<file path="config.mk">
export PLATFORM = sky130hd
export DESIGN_NAME = elements_seq_flat
export DESIGN_NICKNAME = d
export VERILOG_FILES = /design/src/rtl/elements_seq_if.sv /design/src/rtl/elements_seq.sv /design/src/flat_wrapper.sv
export SDC_FILE = /design/constraint.sdc
export NUM_CORES = 1
export LEC_CHECK = 0
export BUFFER_PORTS_ARGS = -buffer_cell sky130_fd_sc_hd__buf_4
export CAP_MARGIN = 10
export CELL_PAD_IN_SITES_DETAIL_PLACEMENT = 0
export CELL_PAD_IN_SITES_GLOBAL_PLACEMENT = 1
export CORE_UTILIZATION = 35
export DETAILED_ROUTE_END_ITERATION = 7
export PLACE_DENSITY = 0.77
export SLEW_MARGIN = 15
export SYNTH_ARGS = -nofsm -noshare
export SYNTH_HDL_FRONTEND = slang
export SYNTH_SLANG_ARGS = --single-unit
</file>
<file path="constraint.sdc">
create_clock -name clk -period 12.7 [get_ports clk]
set_clock_uncertainty 0.2 [all_clocks]
set_input_delay 2.54 -clock clk [delete_from_list [all_inputs] [get_ports clk]]
set_output_delay 2.54 -clock clk [all_outputs]
set_load 0.05 [all_outputs]
</file>
<file path="src/rtl/elements_seq_if.sv">
// rtl/elements_seq_if.sv - request/result handshake bundle for elements_seq
interface elements_seq_if;
    logic        in_valid;
    logic        in_ready;
    logic [3:0]  a3;
    logic [3:0]  b3;
    logic [3:0]  c3;
    logic [7:0]  a4;
    logic [7:0]  b4;
    logic [7:0]  c4;
    logic        as;
    logic        bs;
    logic        cs;
    logic        out_valid;
    logic        out_ready;
    logic [14:0] out_mag;
    logic        out_sign;
    logic        busy;

    modport master (
        output in_valid, a3, b3, c3, a4, b4, c4, as, bs, cs, out_ready,
        input  in_ready, out_valid, out_mag, out_sign, busy
    );

    modport slave (
        input  in_valid, a3, b3, c3, a4, b4, c4, as, bs, cs, out_ready,
        output in_ready, out_valid, out_mag, out_sign, busy
    );
endinterface

</file>
<file path="src/rtl/elements_seq.sv">
// rtl/elements_seq.sv - three-term signed multiply-accumulate sharing one 8x4 multiplier
module elements_seq (
    input logic           clk,
    input logic           rst,
    elements_seq_if.slave bus
);
    localparam logic [2:0] IDLE = 3'd0;
    localparam logic [2:0] T0   = 3'd1;
    localparam logic [2:0] T1   = 3'd2;
    localparam logic [2:0] T2   = 3'd3;
    localparam logic [2:0] DONE = 3'd4;

    logic [2:0]  state;
    logic [3:0]  a3_r, b3_r, c3_r;
    logic [7:0]  a4_r, b4_r, c4_r;
    logic        as_r, bs_r, cs_r;
    logic [14:0] acc_mag;
    logic        acc_sign;
    logic [14:0] mag_r;
    logic        sign_r;
    logic        valid_r;

    logic [7:0]  mul_x;
    logic [3:0]  mul_y;
    logic        prod_sign;
    logic [11:0] prod;
    logic [14:0] prod15;
    logic [14:0] sum_mag;
    logic        sum_sign;

    // Operand select for the single shared multiplier.
    always_comb begin
        mul_x     = a4_r;
        mul_y     = a3_r;
        prod_sign = as_r;
        case (state)
            T1: begin
                mul_x     = b4_r;
                mul_y     = b3_r;
                prod_sign = bs_r;
            end
            T2: begin
                mul_x     = c4_r;
                mul_y     = c3_r;
                prod_sign = cs_r;
            end
            default: ;
        endcase
    end

    assign prod   = {4'd0, mul_x} * {8'd0, mul_y};
    assign prod15 = {3'd0, prod};

    // Sign-magnitude add; a zero product or exact cancellation never yields -0.
    always_comb begin
        sum_mag  = acc_mag;
        sum_sign = acc_sign;
        if (prod15 != 15'd0) begin
            if (prod_sign == acc_sign) begin
                sum_mag  = acc_mag + prod15;
                sum_sign = acc_sign;
            end else if (acc_mag > prod15) begin
                sum_mag  = acc_mag - prod15;
                sum_sign = acc_sign;
            end else if (prod15 > acc_mag) begin
                sum_mag  = prod15 - acc_mag;
                sum_sign = prod_sign;
            end else begin
                sum_mag  = 15'd0;
                sum_sign = 1'b0;
            end
        end
    end

    always_ff @(posedge clk) begin
        if (rst) begin
            state    <= IDLE;
            a3_r     <= 4'd0;
            b3_r     <= 4'd0;
            c3_r     <= 4'd0;
            a4_r     <= 8'd0;
            b4_r     <= 8'd0;
            c4_r     <= 8'd0;
            as_r     <= 1'b0;
            bs_r     <= 1'b0;
            cs_r     <= 1'b0;
            acc_mag  <= 15'd0;
            acc_sign <= 1'b0;
            mag_r    <= 15'd0;
            sign_r   <= 1'b0;
            valid_r  <= 1'b0;
        end else begin
            case (state)
                IDLE: begin
                    valid_r <= 1'b0;
                    if (bus.in_valid) begin
                        a3_r     <= bus.a3;
                        b3_r     <= bus.b3;
                        c3_r     <= bus.c3;
                        a4_r     <= bus.a4;
                        b4_r     <= bus.b4;
                        c4_r     <= bus.c4;
                        as_r     <= bus.as;
                        bs_r     <= bus.bs;
                        cs_r     <= bus.cs;
                        acc_mag  <= 15'd0;
                        acc_sign <= 1'b0;
                        state    <= T0;
                    end
                end
                T0: begin
                    acc_mag  <= sum_mag;
                    acc_sign <= sum_sign;
                    state    <= T1;
                end
                T1: begin
                    acc_mag  <= sum_mag;
                    acc_sign <= sum_sign;
                    state    <= T2;
                end
                T2: begin
                    acc_mag  <= sum_mag;
                    acc_sign <= sum_sign;
                    mag_r    <= sum_mag;
                    sign_r   <= sum_sign;
                    state    <= DONE;
                end
                DONE: begin
                    // Result is presented one cycle after entering DONE and held until taken.
                    if (valid_r && bus.out_ready) begin
                        valid_r <= 1'b0;
                        state   <= IDLE;
                    end else begin
                        valid_r <= 1'b1;
                    end
                end
                default: begin
                    valid_r <= 1'b0;
                    state   <= IDLE;
                end
            endcase
        end
    end

    assign bus.in_ready  = (state == IDLE);
    assign bus.busy      = (state != IDLE);
    assign bus.out_valid = valid_r;
    assign bus.out_mag   = mag_r;
    assign bus.out_sign  = sign_r;
endmodule

</file>
<file path="src/flat_wrapper.sv">
// flat-port wrapper written by rule: the top's interface ports become plain ports
module elements_seq_flat 
  (clk, rst, bus_in_valid, bus_a3, bus_b3, bus_c3, bus_a4, bus_b4, bus_c4, bus_as, bus_bs, bus_cs, bus_out_ready, bus_in_ready, bus_out_valid, bus_out_mag, bus_out_sign, bus_busy);
  elements_seq_if bus_i ();
  input logic clk;
  input logic rst;
  input wire logic [$bits(bus_i.in_valid)-1:0] bus_in_valid;
  input wire logic [$bits(bus_i.a3)-1:0] bus_a3;
  input wire logic [$bits(bus_i.b3)-1:0] bus_b3;
  input wire logic [$bits(bus_i.c3)-1:0] bus_c3;
  input wire logic [$bits(bus_i.a4)-1:0] bus_a4;
  input wire logic [$bits(bus_i.b4)-1:0] bus_b4;
  input wire logic [$bits(bus_i.c4)-1:0] bus_c4;
  input wire logic [$bits(bus_i.as)-1:0] bus_as;
  input wire logic [$bits(bus_i.bs)-1:0] bus_bs;
  input wire logic [$bits(bus_i.cs)-1:0] bus_cs;
  input wire logic [$bits(bus_i.out_ready)-1:0] bus_out_ready;
  output wire logic [$bits(bus_i.in_ready)-1:0] bus_in_ready;
  output wire logic [$bits(bus_i.out_valid)-1:0] bus_out_valid;
  output wire logic [$bits(bus_i.out_mag)-1:0] bus_out_mag;
  output wire logic [$bits(bus_i.out_sign)-1:0] bus_out_sign;
  output wire logic [$bits(bus_i.busy)-1:0] bus_busy;
  assign bus_i.in_valid = bus_in_valid;
  assign bus_i.a3 = bus_a3;
  assign bus_i.b3 = bus_b3;
  assign bus_i.c3 = bus_c3;
  assign bus_i.a4 = bus_a4;
  assign bus_i.b4 = bus_b4;
  assign bus_i.c4 = bus_c4;
  assign bus_i.as = bus_as;
  assign bus_i.bs = bus_bs;
  assign bus_i.cs = bus_cs;
  assign bus_i.out_ready = bus_out_ready;
  assign bus_in_ready = bus_i.in_ready;
  assign bus_out_valid = bus_i.out_valid;
  assign bus_out_mag = bus_i.out_mag;
  assign bus_out_sign = bus_i.out_sign;
  assign bus_busy = bus_i.busy;
  elements_seq u_core (.clk(clk), .rst(rst), .bus(bus_i));
endmodule
</file>
==> Word-level counts from Yosys, hierarchy flattened <==
Cells that the tools add are included.
{ "word_totals": {"regBits": 75, "in_bits": 43, "out_inout_bits": 19, "wordCells": 57} }
{ "op_classes": {"n_addsub": 3, "multipliers": 1, "order_cmp": 2, "eq_ne": 7, "muxes": 20, "reduce_logical": 9} }
{ "op_table": {"columns": ["cell", "n"], "rows": [
  ["$mux 15", 5],
  ["$pmux 15 s2", 1],
  ["$pmux 8 s2", 1],
  ["$add 15x12->15", 1],
  ["$gt 12x15->1", 1],
  ["$gt 15x12->1", 1],
  ["$pmux 3 s5", 1],
  ["$reduce_bool 15->1", 1],
  ["$sub 12x15->15", 1],
  ["$sub 15x12->15", 1],
  ["$mul 8x4->12", 1],
  ["$pmux 4 s2", 1],
  ["$eq 3x2->1 const B", 2],
  ["$mux 1", 6],
  ["$mux 3", 2],
  ["$pmux 1 s2", 3],
  ["$reduce_and 2->1", 3],
  ["$eq 3x1->1 const B", 1],
  ["$eq 3x3->1 const B", 1],
  ["$logic_not 3->1", 1],
  ["$reduce_bool 3->1", 1],
  ["$reduce_or 3->1", 1],
  ["$ne 2x1->1 const B", 1],
  ["$ne 2x2->1 const B", 1],
  ["3 further kinds", 3]
]} }

==> Depth between registers and ports, before layout <==
Gate-level depths: netlist (run 1).
{ "depth": {"ltp_word": 9, "ltp_mapped": 27, "ltp_nobuf": 23} }

==> Worst setup path before layout (run 1) <==
No wires, ideal clock.
{ "synth_path": {"kind": "register to register", "from": "register u_core.state[0]", "to": "register u_core.mag_r[6], in the netlist u_core.bus.out_mag[6]", "setup_ps": 132, "arrival_ps": 6346, "t_required_ps": 12368, "setup_slack_ps": 6022, "stages_incl_launch_ff": 27, "n_path_buf": 3, "period_less_slack_ps": 6678, "cell_sequence": "dfxtp_1 > buf_6 > buf_1 > mux2i_1 > nor2_1 > a21oi_1 > nor2_1 > fa_1 > inv_1 > fa_1 > inv_1 > ha_1 > buf_4 > nand3_1 > o2111ai_4 > a21o_2 > a311oi_1 > inv_1 > ha_1 > nor2b_1 > nand4_1 > nor3_2 > nor2_1 > and3_1 > o32a_1 > o311ai_1 > a21oi_1"} }
{ "synth_between": {"elab_chain_cells": 8, "elab_cells_between_ends": 17, "cone_classes": "add/sub: 3; mul: 1; order compare: 2; eq/ne: 3; mux: 7; reduce/logical: 1"} }
{ "synth_lines": {"columns": ["item", "line", "rtl"], "rows": [
  ["start: declaration", "elements_seq.sv:13", "logic [2:0] state;"],
  ["start signal: assignment", "elements_seq.sv:77", "state <= IDLE;"],
  ["start signal: assignment", "elements_seq.sv:108", "state <= T0;"],
  ["start signal: assignment", "elements_seq.sv:114", "state <= T1;"],
  ["$eq 3x2->1 (on tied branches)", "elements_seq.sv:36, elements_seq.sv:93", null],
  ["$pmux 8 s2 / $pmux 4 s2 (equally long branches)", "elements_seq.sv:36", "case (state)"],
  ["$mul 8x4->12", "elements_seq.sv:51", "assign prod = {4'd0, mul_x} * {8'd0, mul_y};"],
  ["$sub 12x15->15 / $gt 12x15->1 (equally long branches)", "elements_seq.sv:66, elements_seq.sv:65", null],
  ["$mux 15", "elements_seq.sv:65", "end else if (prod15 > acc_mag) begin"],
  ["$mux 15", "elements_seq.sv:62", "end else if (acc_mag > prod15) begin"],
  ["$mux 15", "elements_seq.sv:59", "if (prod_sign == acc_sign) begin"],
  ["$mux 15", "elements_seq.sv:58", "if (prod15 != 15'd0) begin"],
  ["end signal: assignment", "elements_seq.sv:124", "mag_r <= sum_mag;"],
  ["end: declaration", "elements_seq.sv:19", "logic [14:0] mag_r;"]
]} }
Parallel ways exist; a longest one is shown, timed or not.
A chain may end at the register's enable or synchronous reset.

==> Final worst setup path (run 1) <==
{ "layout_path": {"from": "register u_core.state[2]", "to": "register u_core.mag_r[6], in the netlist u_core.bus.out_mag[6]"} }
Same word-level chain as after synthesis.

==> summary.txt, run 1 <==
Clock tree
  • CTS Buf Count: 9
  • CTS Sinks: 75
  • Worst-path clk slew: approximately 70 ps
  • Post-CTS Hold Fix Bufs: 0
  • Clk buf depth: 2
  • Post-CTS Resized: 0
  • CTS Root Cell: clkbuf_16
  • # Post-CTS Setup Buffers: 0
  • CTS tree: done
  • H-tree depth: 3
  • Clock insertion delay at the later pin of the skew report: roughly 350 ps

Synthesis
  • Number of enable flip-flop cells after synthesis: 0
  • Syn Area/Cell: ~7.5 sq um
  • XOR/XNOR Fraction of Synth Area: under 10%
  • Yosys reg bits: 75
  • Main combinational cell family by area after synthesis: compound AO/OA/AOI/OAI gates
  • Synth Cell Area: around 6500 sq um
  • Async set-reset flop share out of synthesis: 0%
  • Sequential share of the synthesized area: 23.1%
  • Synthesis Warnings: 0
  • Syn Nets: 983
  • Yosys cell types: 75
  • Most used DFF post-synth: dfxtp_1
  • Post-Syn Instances: slightly below 900
  • Compound-gate portion of the synthesized area: about 26%
  • Synth Area in Simple Gates: 23.3%
  • Mux contribution to synthesized area: 3.50%
  • Synth Area in Adders: between 10% and 20%

Worst setup path
  • CP arrival: 7890 ps
  • Worst reg2reg endpoint: u_core.bus.out_mag[6]
  • CP endpoint kind: flop
  • CP Depth: 23
  • Reg2reg path depth: 23
  • Slowest stage cell on the critical path: nand2b_1
  • Crit-path max cell delay: roughly 580 ps
  • Crit-path leading delay family: simple AND/OR/NAND/NOR gates
  • R2r setup slk: 4810 ps
  • Critical path fanouts, max: 20
  • Worst EP required: 12,700 ps
  • Setup CP Type: reg -> reg
  • Crit-path cells: nand2b_1 > nor2_1 > a21oi_1 > nor2_1 > fa_1 > inv_1 > fa_1 > inv_1 > ha_1 > nand3_1 > o2111ai_4 > a21o_2 > a311oi_1 > inv_1 > ha_1 > nor2b_1 > nand4_1 > nor3_2 > nor2_1 > and3_1 > o32a_1 > o311ai_1 > a21oi_1
  • Setup crit start kind: flop
  • Reg-to-reg startpoint: u_core.state[2]
  • CP Buf/Inv Count: 3

Timing
  • Slew margin rel.: 24.7%
  • Final hold slack: 253 ps
  • RSZ-0062 raised after global routing: false
  • Final Max Slew Viols: 0
  • FMAX: 127 MHz
  • Crit path time final: roughly 7900 ps
  • Final Cycle Share: approximately 62%
  • Hold Vio Cnt, Final: 0
  • Worst-margin pin slew: between 1000 and 1500 ps
  • Total negative setup slack: 0 ps
  • PnR worst setup slack: 4810 ps
  • Setup violators final: 0

Drt
  • Iteration-0 DRC Markers: 610
  • Via Count: 6,475
  • Final ANT Viol Nets: 0
  • Post-route DRC: 0
  • WL final: 20.1 mm
  • Vias per cell: between 5 and 6
  • WL per Instance: 17.8 um
  • DR pass1 iterations: 5

Floorplanning
  • FP Rows: 49
  • Die Ht: 138 um
  • Starting density of the core: between 30% and 40%
  • Area of the core: 18,100 sq um
  • Die X: 138 um
  • Die Footprint: 19,100 sq um
  • Top Ports: 62

Global route
  • Largest net degree at the start of global routing: 71
  • GRT Util Overall: 21.3%
  • Number of global-route vias before repair: 6,162
  • First-pass GRT wire length: between 30 and 40 mm
  • Total global routing overflow: 0
  • Initial antenna violation count: 0

Flow run
  • Max_cap viols: 0

Outcome
  • Status: complete, no violations

Hold path
  • Hold Path End: u_core.b4_r[0]
  • Hold Path Stages: 2
  • Worst Min Path Start: u_core.b4_r[0]
  • Hold Path Class: reg -> reg

Finish
  • Ratio of cells with drive above 1 in the final layout: 12.1%
  • Final-stage net count: approximately 1,000
  • Antenna diodes: 0
  • Non-Filler Instances: 1,131
  • Area Overhead vs Synth: 13.3%

Placed design
  • Hpwl dp: about 15 mm
  • Global placement routability congestion: 0.986
  • Placed Cells incl. Taps: 1,115
  • Pre-CTS WS: around 4900 ps
  • Port Buffer Count: 61

Power
  • Leakage: approximately 3 nW
  • Power Density: 135 nW/um^2
  • Worst VDD drop: 0.0651 mV
power breakdown:
| group | internal, mW | leakage [nW] | total (mW) | switching [mW] |
|---|---|---|---|---|
| registers | 0.251 | 0.611 | 0.263 | 0.0119 |
| logic | 0.148 | 2.22 | 0.453 | 0.305 |
| clock network | 0.158 | 0.157 | 0.278 | 0.120 |
synthesized netlist by cell type, types with 4 or more instances:
cell | n | area (sq um)
a211o_1 | 4 | 35.0
a211oi_1 | 7 | 52.6
a21oi_1 | 114 | 571
a31oi_1 | 14 | 87.6
and2_1 | 6 | 37.5
and3_1 | 5 | 31.3
buf_2 | 8 | 40.0
buf_6 | 5 | 56.3
clkbuf_1 | 35 | 131
dfxtp_1 | 75 | 1500
fa_1 | 15 | 300
ha_1 | 53 | 663
inv_1 | 55 | 206
mux2i_1 | 15 | 150
nand2_1 | 128 | 480
nand2b_1 | 10 | 62.6
nand3_1 | 27 | 135
nand3b_1 | 4 | 30.0
nor2_1 | 73 | 274
nor2b_1 | 11 | 68.8
nor3_1 | 21 | 105
nor3b_1 | 5 | 37.5
nor4_1 | 7 | 43.8
o211ai_1 | 10 | 75.1
o21a_1 | 6 | 45.0
o21ai_0 | 37 | 185
o221ai_1 | 5 | 43.8
o31ai_1 | 7 | 52.6
o32ai_1 | 6 | 52.6
or2_2 | 6 | 37.5
or3_1 | 4 | 25.0
or4_1 | 4 | 30.0
xnor2_1 | 13 | 114
kinds of logic (layout without fill, tap and decap cells):
kind of cell | after synthesis | count (layout)
and+or+nand+nor | 324 | 324
AOI/OAI and AO/OA | 260 | 260
adders and majority gates | 68 | 68
xor gates and xnor gates | 16 | 16
DFF | 75 | 75
buffers and inverters | 109 | 139
muxes | 20 | 20
cell type report:
cell class / instances / area (sq um)
Multi-Input combinational cell: 688 / 4540
Sequential cell: 75 / 1500
Timing Repair Buffer: 68 / 510
Clock inverter: 7 / 95.1
Inverter: 55 / 206
Tap cell: 229 / 287
Clock buffer: 9 / 225
Fill cell: 1849 / 10700
metal layers:
metal | vias to the layer above | wire length (um) | share of wire [%] | track usage, %
li1 | 3144 | - | - | -
met1 | 3023 | 8980 | 45 | 28.3
met2 | 242 | 9200 | 46 | 34.6
met3 | 66 | 1170 | 5.8 | 2.63
met4 | 0 | 804 | 4.0 | 9.82
met5 | - | 0 | 0 | 0
how the worst max path moves through the flow:
stage	start	to	slack, ps
after CTS	u_core.state[2]	u_core.bus.out_mag[6]	4900
final	u_core.state[2]	u_core.bus.out_mag[6]	4810
after floorplan	u_core.state[0]	u_core.bus.out_mag[6]	6020
after detailed placement	u_core.state[2]	u_core.bus.out_mag[6]	4940
after global placement	u_core.state[2]	u_core.bus.out_mag[6]	4950
after global routing	u_core.state[2]	u_core.bus.out_mag[6]	4190
stage by stage:
step           utilization (%)  instance area (sq um)  power [mW]
3_3_place_gp              38.9                   7040       0.717
5_1_grt                   40.7                   7360        1.05
3_5_place_dp              38.9                   7040       0.707
4_1_cts                   40.7                   7360       0.989
2_1_floorplan                -                   6500       0.596
6_report                  40.7                   7360       0.993
worst reg2reg max path, stage by stage, from the launching register on:
cell	delay, ps
dfxtp_1	440
nand2b_1	580
nor2_1	130
a21oi_1	490
nor2_1	130
fa_1	560
inv_1	60
fa_1	530
inv_1	40
ha_1	390
nand3_1	190
o2111ai_4	170
a21o_2	250
a311oi_1	540
inv_1	150
ha_1	400
nor2b_1	420
nand4_1	350
nor3_2	530
nor2_1	210
and3_1	220
o32a_1	350
o311ai_1	300
a21oi_1	110
registers in the layout, summed over array words and instances (netlist names):
register / cells
u_core.acc_sign: 1
u_core.as_r: 1
u_core.bus.out_sign: 1
u_core.b4_r: 8
u_core.bus.out_valid: 1
u_core.bs_r: 1
u_core.a4_r: 8
u_core.cs_r: 1
u_core.b3_r: 4
u_core.a3_r: 4
u_core.c4_r: 8
u_core.state: 3
u_core.c3_r: 4
u_core.acc_mag: 15
u_core.bus.out_mag: 15
placed cells by master (no fill, tap or decap), types with 4 or more instances in the layout:
master / count
xnor2_1: 13
nand3_1: 27
buf_4: 68
and2_1: 6
nor4_1: 7
a21oi_1: 114
o211ai_1: 10
or3_1: 4
nand2b_1: 10
and3_1: 5
nor2b_1: 11
o21a_1: 6
inv_1: 55
dfxtp_1: 75
nor3b_1: 5
ha_1: 53
a211oi_1: 7
a31oi_1: 14
a211o_1: 4
o21ai_0: 36
clkbuf_16: 9
mux2i_1: 15
o31ai_1: 7
nand2_1: 127
fa_1: 15
o221ai_1: 5
or2_2: 6
nor2_1: 73
nor3_1: 21
o32ai_1: 6
or4_1: 4
nand3b_1: 4
(Power assumes the default switching activity.)
==> run 2: changes to the inputs <==
==> constraint.sdc (replaced) <==
create_clock -name clk -period 7.3 [get_ports clk]
set_clock_uncertainty 0.2 [all_clocks]
set_input_delay 1.46 -clock clk [delete_from_list [all_inputs] [get_ports clk]]
set_output_delay 1.46 -clock clk [all_outputs]
set_load 0.05 [all_outputs]
==> run 2 against run 1 <==
Against the previous run: wire length down 1.0%; sequential power up 74%; non-clock buffer count up 23; worst setup slack worse by 4400 ps; critical endpoint is now u_core.bus.out_mag[7]; final cell count up 2.0%; combinational power up 80%; register-to-register slack worse by 4400 ps; count of clock-buffer cells in the layout unchanged; core utilization up 0.98 points; via count down 0.25%; critical path type unchanged; first-iteration DRC count down 40%.
==> summary.txt, run 2 (same netlist as run 1, synthesis figures left out) <==
Timing
  • Final Max Slew Viols: 0
  • Slew margin rel.: 42.5%
  • Worst-margin pin slew: 863 ps
  • Total negative setup slack: 0 ps
  • Final Cycle Share: 93.8%
  • FMAX: 146 MHz
  • Hold Vio Cnt, Final: 0
  • Crit path time final: 6850 ps
  • Setup violators final: 0
  • RSZ-0062 raised after global routing: false

Drt
  • DR pass1 iterations: 4
  • Post-route DRC: 0
  • WL per Instance: roughly 17 um
  • WL final: about 20 mm
  • Iteration-0 DRC Markers: roughly 370
  • Vias per cell: approximately 5.6
  • Via Count: around 6,500
  • Final ANT Viol Nets: 0

Worst setup path
  • CP endpoint kind: flop
  • Setup CP Type: reg -> reg
  • Reg-to-reg startpoint: u_core.state[2]
  • Reg2reg path depth: 22
  • Critical path fanouts, max: 15
  • CP Buf/Inv Count: 2
  • Crit-path max cell delay: 640 ps
  • Worst EP required: 7370 ps
  • Crit-path cells: nand2b_1 > nor2_1 > a21oi_1 > nor2_1 > fa_1 > inv_1 > fa_1 > inv_1 > ha_1 > nand3_1 > o211ai_1 > or4b_2 > o211ai_1 > ha_2 > and4b_1 > nand4_1 > o21a_1 > o211ai_1 > or2_1 > o32ai_1 > o211ai_1 > a21oi_1
  • Crit-path leading delay family: simple AND/OR/NAND/NOR gates
  • Worst reg2reg endpoint: u_core.bus.out_mag[7]
  • Worst path most repeated cell: o211ai_1
  • CP Depth: 22
  • CP arrival: 6920 ps
  • R2r setup slk: around 450 ps
  • Setup crit start kind: flop
  • Slowest stage cell on the critical path: or4b_2

Power
  • Internal power: ~1000 uW
  • Sequential Power Share: a little over a quarter
  • Clock power share: 27.2%
  • Comb pwr share: 46.7%
  • Sw power: between 700 and 800 uW
  • Power Density: 232 nW/um^2
  • Leakage: 3.10 nW
  • Sw frac: 42.9%
  • Worst VDD drop: 0.141 mV

Clock tree
  • Clk buf depth: 2
  • CTS Sinks: 75
  • Worst-path clk slew: 70 ps
  • # Post-CTS Setup Buffers: 0
  • CTS Buf Count: 9
  • H-tree depth: 3
  • CTS tree: done
  • CTS Root Cell: clkbuf_16
  • Clock insertion delay at the later pin of the skew report: 350 ps

Placed design
  • Port Buffer Count: 61
  • Hpwl dp: about 15 mm
  • Placed Cells incl. Taps: ~1,100
  • Global placement routability congestion: around 0.95

Global route
  • Initial antenna violation count: 0
  • Met1 Use GR: around 27%
  • First-pass GRT wire length: 32.1 mm
  • Number of global-route vias before repair: 6,095
  • Largest net degree at the start of global routing: 71
  • GRT Util Overall: approximately a fifth
  • GR Layer Usage met3: under 10%
  • Total global routing overflow: 0
  • GR Util met2: 35.8%
  • Gr busiest metal: met2

Finish
  • Non-Filler Instances: 1,154
  • Ratio of cells with drive above 1 in the final layout: ~15%
  • # fillers: 1,871
  • Most common cell after layout, fill and taps aside: nand2_1
  • Antenna diodes: 0
  • Area Overhead vs Synth: 16.0%
  • Most frequent cells in the layout: nand2_1, a21oi_1, buf_4
  • Final-stage net count: 1,031

Floorplanning
  • Area of the core: 18,100 sq um
  • Die Ht: roughly 140 um
  • Starting density of the core: 35.9%
  • Top Ports: 62
  • Die X: 138 um
  • Die Footprint: 19,100 sq um
  • FP Rows: 49

Flow run
  • Max_cap viols: 0

Hold path
  • Worst Min Path Start: u_core.bus.out_mag[3]
  • Hold Path Stages: 2
  • Hold Path Class: reg -> reg
  • Hold Path End: u_core.bus.out_mag[3]

Outcome
  • Status: complete, no violations
## run 2: through the flow
step | power [mW] | worst slack (ps) | hold WS (ps) | util [%] | area (sq um)
6_report | 1.75 | 450 | 254 | 41.7 | 7540
5_1_grt | 1.85 | 1.29 | 275 | 41.7 | 7540
4_1_cts | 1.74 | 333 | 253 | 41.6 | 7520
3_5_place_dp | 1.26 | 334 | 245 | 39.9 | 7210
3_3_place_gp | 1.27 | 460 | 242 | 39.9 | 7210
2_1_floorplan | 1.04 | 622 | 233 | - | 6500
## run 2: power groups by stage
| stage | Combinational [mW] | Clock, mW | Sequential, mW |
|---|---|---|---|
| floorplan | 0.565 | 0 | 0.472 |
| global placement | 0.802 | 0 | 0.467 |
| detailed placement | 0.795 | 0 | 0.467 |
| CTS | 0.799 | 0.483 | 0.457 |
| global route | 0.881 | 0.504 | 0.461 |
| finish | 0.815 | 0.474 | 0.457 |
## run 2: worst max-delay path by stage
| stage | from | endpoint |
|---|---|---|
| 6_report | u_core.state[2] | u_core.bus.out_mag[7] |
| 2_1_floorplan | u_core.state[0] | u_core.bus.out_mag[6] |
| 3_3_place_gp | u_core.state[1] | u_core.bus.out_mag[7] |
| 3_5_place_dp | u_core.state[0] | u_core.bus.out_mag[6] |
| 5_1_grt | u_core.state[0] | u_core.bus.out_mag[5] |
| 4_1_cts | u_core.state[2] | u_core.bus.out_mag[13] |
## run 2: worst register-to-register path, delay by kind of cell (launching register included)
family | cells | cell delay (ps)
flip-flops | 1 | 330
adder cells (fa/ha/maj) | 4 | 1850
buffers and inverters | 2 | 90
AO/OA/AOI/OAI | 8 | 1770
AND/OR/NAND/NOR | 8 | 2510
## run 2: final cells by class
cell class / instances / area [sq um] / share of cell area, %
clock buffers: 9 / 225 / 2.99
clock inverters: 7 / 85.1 / 1.13
inverters: 55 / 206 / 2.74
multi-input cells: 688 / 4550 / 60.4
flip-flops and latches: 75 / 1500 / 19.9
well taps: 229 / 287 / 3.80
repair buffers: 91 / 683 / 9.06
## run 2: layer usage
| metal | vias to the layer above | wire [um] |
|---|---|---|
| li1 | 3184 | - |
| met5 | - | 0 |
| met3 | 34 | 1010 |
| met2 | 229 | 9530 |
| met4 | 0 | 489 |
| met1 | 3012 | 8900 |
## run 2: repair_timing
action,4_1_cts,5_1_grt
gates resized for setup,0,4
hold buffers,0,0
setup endpoints to repair,0,16
endpoints found under the hold margin,0,0
==> run 3: changes to the inputs <==
--- a/config.mk
+++ b/config.mk
@@ -5,13 +5,14 @@
 export SDC_FILE = /design/constraint.sdc
 export NUM_CORES = 1
 export LEC_CHECK = 0
-export BUFFER_PORTS_ARGS = -buffer_cell sky130_fd_sc_hd__buf_4
 export CAP_MARGIN = 10
 export CELL_PAD_IN_SITES_DETAIL_PLACEMENT = 0
 export CELL_PAD_IN_SITES_GLOBAL_PLACEMENT = 1
 export CORE_UTILIZATION = 35
+export CTS_BUF_LIST = sky130_fd_sc_hd__clkbuf_4
 export DETAILED_ROUTE_END_ITERATION = 7
-export PLACE_DENSITY = 0.77
+export DONT_BUFFER_PORTS = 1
+export PLACE_DENSITY = 0.73
 export SLEW_MARGIN = 15
 export SYNTH_ARGS = -nofsm -noshare
 export SYNTH_HDL_FRONTEND = slang
==> run 3 against run 2 <==
Against the previous run: global-route usage increased by 0.53 points; largest cell class unchanged; final cell count decreased by 5.2%; clock power decreased by 34%; core utilization decreased by 3.4 points; non-clock buffer count decreased by 61; wire length increased by 3.0%; count of clock-buffer cells in the layout unchanged; the run now ends with DRC left; worst setup slack improved by 0.69 ps.
==> summary.txt, run 3 (same netlist as run 1, synthesis figures left out) <==
Outcome
  • Status: complete, but fails checks
  • Failing checks: DRC

Drt
  • DR pass1 iterations: 7
  • Via Count: 6,283
  • Final ANT Viol Nets: 0
  • Vias per cell: 5.74
  • WL per Instance: 18.8 um
  • WL final: 20.5 mm
  • Post-route DRC: 4
  • Iteration-0 DRC Markers: 530

Global route
  • Number of global-route vias before repair: 5,885
  • First-pass GRT wire length: between 30 and 40 mm
  • Total global routing overflow: 0
  • Initial antenna violation count: 1
  • Largest net degree at the start of global routing: 71
  • GRT Util Overall: 21.6%

Timing
  • Slew margin rel.: 32.7%
  • Final Max Slew Viols: 0
  • Hold Vio Cnt, Final: 0
  • FMAX: 146 MHz
  • Worst-margin pin slew: 1000 ps
  • Crit path time final: 6850 ps
  • Setup violators final: 0
  • RSZ-0062 raised after global routing: false
  • Final Cycle Share: 93.8%
  • PnR worst setup slack: 451 ps
  • Total negative setup slack: 0 ps

Floorplanning
  • Top Ports: 62
  • Area of the core: 18,100 sq um
  • FP Rows: 49
  • Die Footprint: 19,100 sq um
  • Die Ht: 138 um
  • Starting density of the core: 35.9%
  • Die X: approximately 140 um

Hold path
  • Hold Path Stages: 2
  • Hold Path End: u_core.c3_r[2]
  • Hold Path Class: reg -> reg
  • Worst Min Path Start: u_core.c3_r[2]

Finish
  • Final-stage net count: between 900 and 1,000
  • Area Overhead vs Synth: 6.62%
  • Ratio of cells with drive above 1 in the final layout: 8.80%
  • Most common cell after layout, fill and taps aside: nand2_1
  • Most frequent cells in the layout: nand2_1, a21oi_1, dfxtp_1

Clock tree
  • # Post-CTS Setup Buffers: 0
  • CTS Buf Count: 9
  • CTS Sinks: 75
  • CTS tree: done
  • Clock insertion delay at the later pin of the skew report: roughly 490 ps
  • Clk buf depth: 2
  • CTS Root Cell: clkbuf_4
  • Worst-path clk slew: 170 ps
  • H-tree depth: 3

Worst setup path
  • Critical path fanouts, max: 14
  • Worst EP required: between 7000 and 8000 ps
  • Setup CP Type: reg -> reg
  • CP endpoint kind: flop
  • Beginning of the critical path: u_core.state[0]
  • Worst reg2reg endpoint: u_core.bus.out_mag[7]
  • Setup crit start kind: flop
  • R2r setup slk: 450 ps
  • Reg-to-reg startpoint: u_core.state[0]
  • Reg2reg path depth: 25
  • CP arrival: 7080 ps

Placed design
  • Pre-CTS WS: 240 ps
  • Global placement routability congestion: 0.967
  • Hpwl dp: 15.2 mm
  • Port Buffer Count: 0

Flow run
  • Max_cap viols: 0

Power
  • Power Density: approximately 230 nW/um^2
  • Worst VDD drop: 0.0883 mV
  • Leakage: 2.73 nW
## run 3: cell count changes in the layout (fill, tap and decap cells not counted), sizes merged
cell	change
diode	+1
buf	-61
clkinv	+1
inv	-1
## run 3: power by group
part           internal, mW  switching, mW  total, mW
Combinational         0.270          0.520      0.790
Clock                 0.115          0.197      0.312
Sequential            0.437         0.0356      0.473
## run 3: critical path: stages, from the launching register on
cell	delay, ps
dfxtp_2	490
buf_4	190
buf_4	170
mux2i_1	190
nor2_1	50
a21oi_1	280
nor2_1	100
fa_1	480
inv_1	50
fa_1	520
inv_1	40
ha_1	410
o21ai_0	120
o21ai_0	240
a31oi_1	130
xnor2_1	470
ha_1	360
buf_4	200
a21oi_1	210
a211oi_1	120
a2111oi_4	260
o211ai_1	180
or2_1	430
o32ai_1	530
o211ai_1	190
a21oi_1	190
## run 3: how the worst max path moves through the flow
stage | end | slack (ps) | cells after the start
floorplan | u_core.bus.out_mag[6] | 620 | 26
global placement | u_core.bus.out_mag[1] | 230 | 23
detailed placement | u_core.bus.out_mag[1] | 240 | 19
CTS | u_core.bus.out_mag[1] | 190 | 19
global route | u_core.bus.out_mag[13] | 20 | 25
finish | u_core.bus.out_mag[7] | 450 | 25
## run 3: per-stage QoR
stage / hold WS, ps / util (%) / cell area [sq um] / power (mW) / std cells
floorplan: 233 / - / 6500 / 1.04 / 872
global placement: 235 / 37.4 / 6760 / 1.26 / 1077
detailed placement: 241 / 37.4 / 6760 / 1.25 / 1077
CTS: 261 / 38.3 / 6920 / 1.57 / 1093
global route: 277 / 38.3 / 6930 / 1.67 / 1094
finish: 259 / 38.3 / 6930 / 1.57 / 1094
## run 3: area by class of cell
class / count / area [sq um]
Sequential cell: 75 / 1500
Fill cell: 1912 / 11200
Inverter: 55 / 206
Timing Repair Buffer: 30 / 225
Antenna cell: 1 / 2.50
Tap cell: 229 / 287
Clock inverter: 7 / 90.1
Clock buffer: 9 / 67.6
Multi-Input combinational cell: 688 / 4550
## run 3: timing repair
item	4_1_cts	5_1_grt
hold buffers	0	0
gates resized for setup	0	5
setup endpoints to repair	0	27
## run 3: metal layers
| metal | vias to the layer above | GRT usage [%] | part of all wire, % | routed length (um) |
|---|---|---|---|---|
| met4 | 0 | 8.52 | 2.8 | 573 |
| met5 | - | 0 | 0 | 0 |
| met1 | 2999 | 28.1 | 45 | 9230 |
| li1 | 3071 | - | - | - |
| met2 | 178 | 36.0 | 47 | 9630 |
| met3 | 35 | 3.43 | 5.3 | 1100 |
